### src/rtl/regfile_seq_ctrl_if.sv
// Control bus between the instruction source, the sequencer and the datapath.
// Master issues instructions; slave (the sequencer) drives regfile/datapath control.
interface regfile_seq_ctrl_if #(
    parameter int DATA_W = 16,
    parameter int REG_AW = 3
);
    logic              s;
    logic              load;
    logic [DATA_W-1:0] in;
    logic [REG_AW-1:0] readnum;
    logic [REG_AW-1:0] writenum;
    logic              write;
    logic              loada;
    logic              loadb;
    logic              loadc;
    logic              loads;
    logic              asel;
    logic              vsel;
    logic [1:0]        shift;
    logic [1:0]        ALUop;
    logic [DATA_W-1:0] sximm8;
    logic              w;
    logic              illegal;

    modport master (
        output s, load, in,
        input  readnum, writenum, write, loada, loadb, loadc, loads,
        input  asel, vsel, shift, ALUop, sximm8, w, illegal
    );

    modport slave (
        input  s, load, in,
        output readnum, writenum, write, loada, loadb, loadc, loads,
        output asel, vsel, shift, ALUop, sximm8, w, illegal
    );
endinterface

### src/rtl/regfile_seq_ctrl.sv
// Simple RISC Machine sequencer: latches IR, steps a Moore FSM over regfile/datapath.
// Define ILLEGAL_TRAP_EN to halt on undefined opcodes with a sticky illegal flag.
module regfile_seq_ctrl #(
    parameter int DATA_W = 16,
    parameter int REG_AW = 3
) (
    input  logic              clk,
    input  logic              reset,
    regfile_seq_ctrl_if.slave bus
);
    typedef enum logic [3:0] {
        S_WAIT,
        S_DECODE,
        S_GET_A,
        S_GET_B,
        S_ALU,
        S_CMP,
        S_WR_REG,
        S_WR_IMM,
        S_HALT
    } state_e;

    state_e            state_q, state_d;
    logic [DATA_W-1:0] ir_q, ir_d;

    logic [2:0]        opcode;
    logic [1:0]        op;
    logic [REG_AW-1:0] rn, rd, rm;
    logic              is_movi, is_movr, is_mvn, is_cmp, is_arith;

    assign opcode = ir_q[15:13];
    assign op     = ir_q[12:11];
    assign rn     = ir_q[8 +: REG_AW];
    assign rd     = ir_q[5 +: REG_AW];
    assign rm     = ir_q[0 +: REG_AW];

    assign is_movi  = (opcode == 3'b110) && (op == 2'b10);
    assign is_movr  = (opcode == 3'b110) && (op == 2'b00);
    assign is_mvn   = (opcode == 3'b101) && (op == 2'b11);
    assign is_cmp   = (opcode == 3'b101) && (op == 2'b01);
    assign is_arith = (opcode == 3'b101) && !op[0];

    always_ff @(posedge clk) begin
        if (reset) begin
            state_q <= S_WAIT;
            ir_q    <= '0;
        end else begin
            state_q <= state_d;
            ir_q    <= ir_d;
        end
    end

    always_comb begin
        state_d      = state_q;
        ir_d         = ir_q;
        bus.readnum  = rn;
        bus.writenum = rn;
        bus.write    = 1'b0;
        bus.loada    = 1'b0;
        bus.loadb    = 1'b0;
        bus.loadc    = 1'b0;
        bus.loads    = 1'b0;
        bus.asel     = 1'b0;
        bus.vsel     = 1'b0;
        unique case (state_q)
            S_WAIT: begin
                if (bus.load) ir_d = bus.in;
                if (bus.s) state_d = S_DECODE;
            end
            S_DECODE: begin
                unique case (1'b1)
                    is_movi:            state_d = S_WR_IMM;
                    is_movr, is_mvn:    state_d = S_GET_B;
                    is_cmp, is_arith:   state_d = S_GET_A;
                    default: begin
`ifdef ILLEGAL_TRAP_EN
                        state_d = S_HALT;
`else
                        state_d = S_WAIT;
`endif
                    end
                endcase
            end
            S_GET_A: begin
                bus.loada = 1'b1;
                state_d   = S_GET_B;
            end
            S_GET_B: begin
                bus.readnum = rm;
                bus.loadb   = 1'b1;
                state_d     = is_cmp ? S_CMP : S_ALU;
            end
            S_ALU: begin
                bus.loadc = 1'b1;
                bus.asel  = is_movr | is_mvn;
                state_d   = S_WR_REG;
            end
            S_CMP: begin
                bus.loads = 1'b1;
                state_d   = S_WAIT;
            end
            S_WR_REG: begin
                bus.writenum = rd;
                bus.write    = 1'b1;
                state_d      = S_WAIT;
            end
            S_WR_IMM: begin
                bus.vsel  = 1'b1;
                bus.write = 1'b1;
                state_d   = S_WAIT;
            end
            S_HALT:  state_d = S_HALT;
            default: state_d = S_WAIT;
        endcase
        // Reset mid-instruction must never commit a write or load.
        if (reset) begin
            bus.write = 1'b0;
            bus.loada = 1'b0;
            bus.loadb = 1'b0;
            bus.loadc = 1'b0;
            bus.loads = 1'b0;
        end
    end

    assign bus.w      = (state_q == S_WAIT);
    assign bus.shift  = ir_q[4:3];
    assign bus.ALUop  = (opcode == 3'b101) ? op : 2'b00;
    assign bus.sximm8 = {{(DATA_W-8){ir_q[7]}}, ir_q[7:0]};

`ifdef ILLEGAL_TRAP_EN
    logic illegal_q;
    logic is_undef;

    assign is_undef = !(is_movi | is_movr | is_mvn | is_cmp | is_arith);

    always_ff @(posedge clk) begin
        if (reset) begin
            illegal_q <= 1'b0;
        end else if (state_q == S_DECODE && is_undef) begin
            illegal_q <= 1'b1;
        end
    end

    assign bus.illegal = illegal_q;
`else
    assign bus.illegal = 1'b0;
`endif
endmodule

### src/flat_wrapper.sv
// flat-port wrapper written by rule: the top's interface ports become plain ports
module regfile_seq_ctrl_flat 
#(
    parameter int DATA_W = 16,
    parameter int REG_AW = 3
)
  (clk, reset, bus_s, bus_load, bus_in, bus_readnum, bus_writenum, bus_write, bus_loada, bus_loadb, bus_loadc, bus_loads, bus_asel, bus_vsel, bus_shift, bus_ALUop, bus_sximm8, bus_w, bus_illegal);
  regfile_seq_ctrl_if #(.DATA_W(DATA_W), .REG_AW(REG_AW)) bus_i ();
  input  logic clk;
  input  logic reset;
  input wire logic [$bits(bus_i.s)-1:0] bus_s;
  input wire logic [$bits(bus_i.load)-1:0] bus_load;
  input wire logic [$bits(bus_i.in)-1:0] bus_in;
  output wire logic [$bits(bus_i.readnum)-1:0] bus_readnum;
  output wire logic [$bits(bus_i.writenum)-1:0] bus_writenum;
  output wire logic [$bits(bus_i.write)-1:0] bus_write;
  output wire logic [$bits(bus_i.loada)-1:0] bus_loada;
  output wire logic [$bits(bus_i.loadb)-1:0] bus_loadb;
  output wire logic [$bits(bus_i.loadc)-1:0] bus_loadc;
  output wire logic [$bits(bus_i.loads)-1:0] bus_loads;
  output wire logic [$bits(bus_i.asel)-1:0] bus_asel;
  output wire logic [$bits(bus_i.vsel)-1:0] bus_vsel;
  output wire logic [$bits(bus_i.shift)-1:0] bus_shift;
  output wire logic [$bits(bus_i.ALUop)-1:0] bus_ALUop;
  output wire logic [$bits(bus_i.sximm8)-1:0] bus_sximm8;
  output wire logic [$bits(bus_i.w)-1:0] bus_w;
  output wire logic [$bits(bus_i.illegal)-1:0] bus_illegal;
  assign bus_i.s = bus_s;
  assign bus_i.load = bus_load;
  assign bus_i.in = bus_in;
  assign bus_readnum = bus_i.readnum;
  assign bus_writenum = bus_i.writenum;
  assign bus_write = bus_i.write;
  assign bus_loada = bus_i.loada;
  assign bus_loadb = bus_i.loadb;
  assign bus_loadc = bus_i.loadc;
  assign bus_loads = bus_i.loads;
  assign bus_asel = bus_i.asel;
  assign bus_vsel = bus_i.vsel;
  assign bus_shift = bus_i.shift;
  assign bus_ALUop = bus_i.ALUop;
  assign bus_sximm8 = bus_i.sximm8;
  assign bus_w = bus_i.w;
  assign bus_illegal = bus_i.illegal;
  regfile_seq_ctrl #(.DATA_W(DATA_W), .REG_AW(REG_AW)) u_core (.clk(clk), .reset(reset), .bus(bus_i));
endmodule
### config.mk
export PLATFORM = sky130hd
export DESIGN_NAME = regfile_seq_ctrl_flat
export DESIGN_NICKNAME = d
export VERILOG_FILES = /design/src/rtl/regfile_seq_ctrl_if.sv /design/src/rtl/regfile_seq_ctrl.sv /design/src/flat_wrapper.sv
export SDC_FILE = /design/constraint.sdc
export NUM_CORES = 1
export LEC_CHECK = 0
export ABC_AREA = 1
export CAP_MARGIN = 0
export CORE_UTILIZATION = 24
export DETAILED_ROUTE_END_ITERATION = 10
export SETUP_SLACK_MARGIN = 0.02
export SLEW_MARGIN = 20
export SYNTH_ARGS = -nofsm -noshare
export SYNTH_HDL_FRONTEND = slang
export SYNTH_SLANG_ARGS = --single-unit
### constraint.sdc
create_clock -name clk -period 1.2 [get_ports clk]
set_clock_uncertainty 0.05 [all_clocks]
set_input_delay 0.18 -clock clk [delete_from_list [all_inputs] [get_ports clk]]
set_output_delay 0.18 -clock clk [all_outputs]
set_load 0.03 [all_outputs]
==> run metrics <==
status=finished with violations; failing checks=setup timing; Vert. Die Dim=75.10 um; Min Clock Period, post-route=1540 ps; final wirelength=3618 um; Max clock buf depth=2; placed insts=301; Final Max Slew Viols=0; Worst-path clk slew=80 ps; n_diodes=0; cts-stage hold buffer count=0; Setup CP Type=reg2out; drt pass-1 iters=4; sequential share of the synthesized area=0.3122; Worst setup EP type=output pin; Final Cycle Share=1.284; FP Rows=26; YS warnings=0; Fillers=525; Setup crit start kind=flip-flop; placer congestion estimate=0.7512; layout cells sized above 1=0.6423; Total GRT Usage=0.1292; setup ws final=-340.4 ps; CTS Root Cell=clkbuf_8; commonest non-fill, non-tap cell in the layout=buf_4; number of DRC markers in iteration 0=17; CP arrival=1310 ps; synthesized flop and latch total=20; FF-to-FF Start=u_core.state_q[3]$_SDFFE_PP0P_; antenna violations before repair=0; Distinct cells, synth=25; max frequency=649.2 MHz; Post-Syn Instances=175; vias in the first global route=1256; Setup crit start=u_core.state_q[3]$_SDFFE_PP0P_; P&R area growth vs syn=90.63%; # DRC=0; total CTS buffers=3; antenna-violating nets left=0; PwrDens=816.0 nW/um^2; initial core utilization=0.2495; core area=5140 um^2; width of the die=75.10 um; Mean Syn Cell Area=7.328 um^2; Final TNS setup=-7444 ps; commonest cells after routing, fill and taps aside=buf_4, buf_6, nand2_1, clkdlybuf4s50_1, a21oi_2; Max Cap Viol=0; Final Hold Fails=0; port buffer count=53; first-pass GRT wire length=5499 um; Avg Vias per Cell=4.250; IO Pins=55; Non-Filler Instances=316; fin nets=267; Worst EP required=970 ps; via count=1343; Clock Sinks=20; syn nets=195; Avg WL per Cell=11.45 um; Leak Pwr=1.006 nW; CTS tree=built; Tightest Hold Check Type=reg2reg; worst vdd ir=533.6 uV; H-tree Lvls=1; total gr overflow=0; RSZ-0062 raised after global routing=yes; # setup viols final=33; Syn Std Cell Area=1282 um^2; worst-path fanout max=5; largest net degree at the start of global routing=12; Design Power=1.995 mW; Clock Latency Late Sink=250 ps; Die ar.=5640 um^2; HPWL Detailed=2673 um; min-delay src=u_core.ir_q[10]$_SDFFE_PP0P_
## logic make-up after synthesis
family | Yosys count | share of synthesized area
buffers and inverters | 43 | 0.2117
DFF | 20 | 0.3122
and+or+nand+nor | 85 | 0.3454
AOI/OAI and AO/OA | 26 | 0.1278
other | 1 | 0.002924
## power breakdown
group | internal (mW) | switching (mW) | leakage [nW]
Combinational | 0.356 | 0.379 | 0.808
Sequential | 0.702 | 0.0416 | 0.169
Clock | 0.292 | 0.224 | 0.0288
## worst max-delay path, stage by stage, from the launching register on
cell and delay [ps]:
dfxtp_4 370, nor2_4 140, inv_4 60, nor2_4 150
inv_2 90, nand2_2 80, nand2_4 50, buf_6 130
## timing repair
item / CTS / global route
buffers inserted: 7 / 4
pin swaps: 17 / 16
gates cloned: 1 / 0
endpoints found under the setup margin: 39 / 42
resized for setup: 54 / 26
## worst paths after layout
path | endpoint | slack (ps) | depth (start not counted)
worst max register to register | u_core.ir_q[1]$_SDFFE_PP0P_ | -270 | 8
worst min-delay path | u_core.ir_q[10]$_SDFFE_PP0P_ | 410 | 2
worst max-delay path | bus_readnum[0] | -340 | 7
worst min register to register | u_core.ir_q[10]$_SDFFE_PP0P_ | 410 | 2
## through the flow
stage / hold slack, ps / instance area, um^2 / worst slack (ps) / utilization
2_1_floorplan: 279.3 / 1398 / -170.5 / -
3_3_place_gp: 411.3 / 2006 / -218.1 / 0.3902
3_5_place_dp: 405.5 / 2006 / -220.3 / 0.3902
4_1_cts: 416.6 / 2325 / -366.2 / 0.4523
5_1_grt: 430.7 / 2445 / -417.2 / 0.4757
6_report: 413.4 / 2445 / -340.4 / 0.4757
## cells in the mapped netlist, drive strengths merged
master / n / area (um^2)
nand2: 41 / 171.4
a21oi: 23 / 148.9
buf: 23 / 183.9
dfxtp: 20 / 400.4
nand3: 20 / 145.1
nor2: 18 / 91.34
inv: 17 / 66.31
clkbuf: 3 / 21.27
o21ai: 3 / 15.01
nand4: 2 / 12.51
nor3: 2 / 10.01
nor4: 2 / 12.51
conb: 1 / 3.750
## sequential cells by signal, indices dropped and copies added, names as in the netlist
register        count
u_core.ir_q        16
u_core.state_q      4
## final cells by class
class / instances / area [um^2] / area share
Timing Repair Buffer: 92 / 944.7 / 0.3864
Multi-Input combinational cell: 113 / 865.8 / 0.3541
Sequential cell: 20 / 422.9 / 0.1730
Tap cell: 70 / 87.58 / 0.03582
Inverter: 17 / 68.82 / 0.02815
Clock buffer: 4 / 55.05 / 0.02252
## per-layer routing
metal / up-vias / routed length [um] / global-route usage
met3: 4 / 240 / 0.02945
met1: 614 / 1555 / 0.1634
met4: 0 / 23 / 0.01887
met2: 42 / 1799 / 0.2282
li1: 683 / - / -
met5: - / 0 / 0
Note: power is estimated with default switching activity, not from simulation.
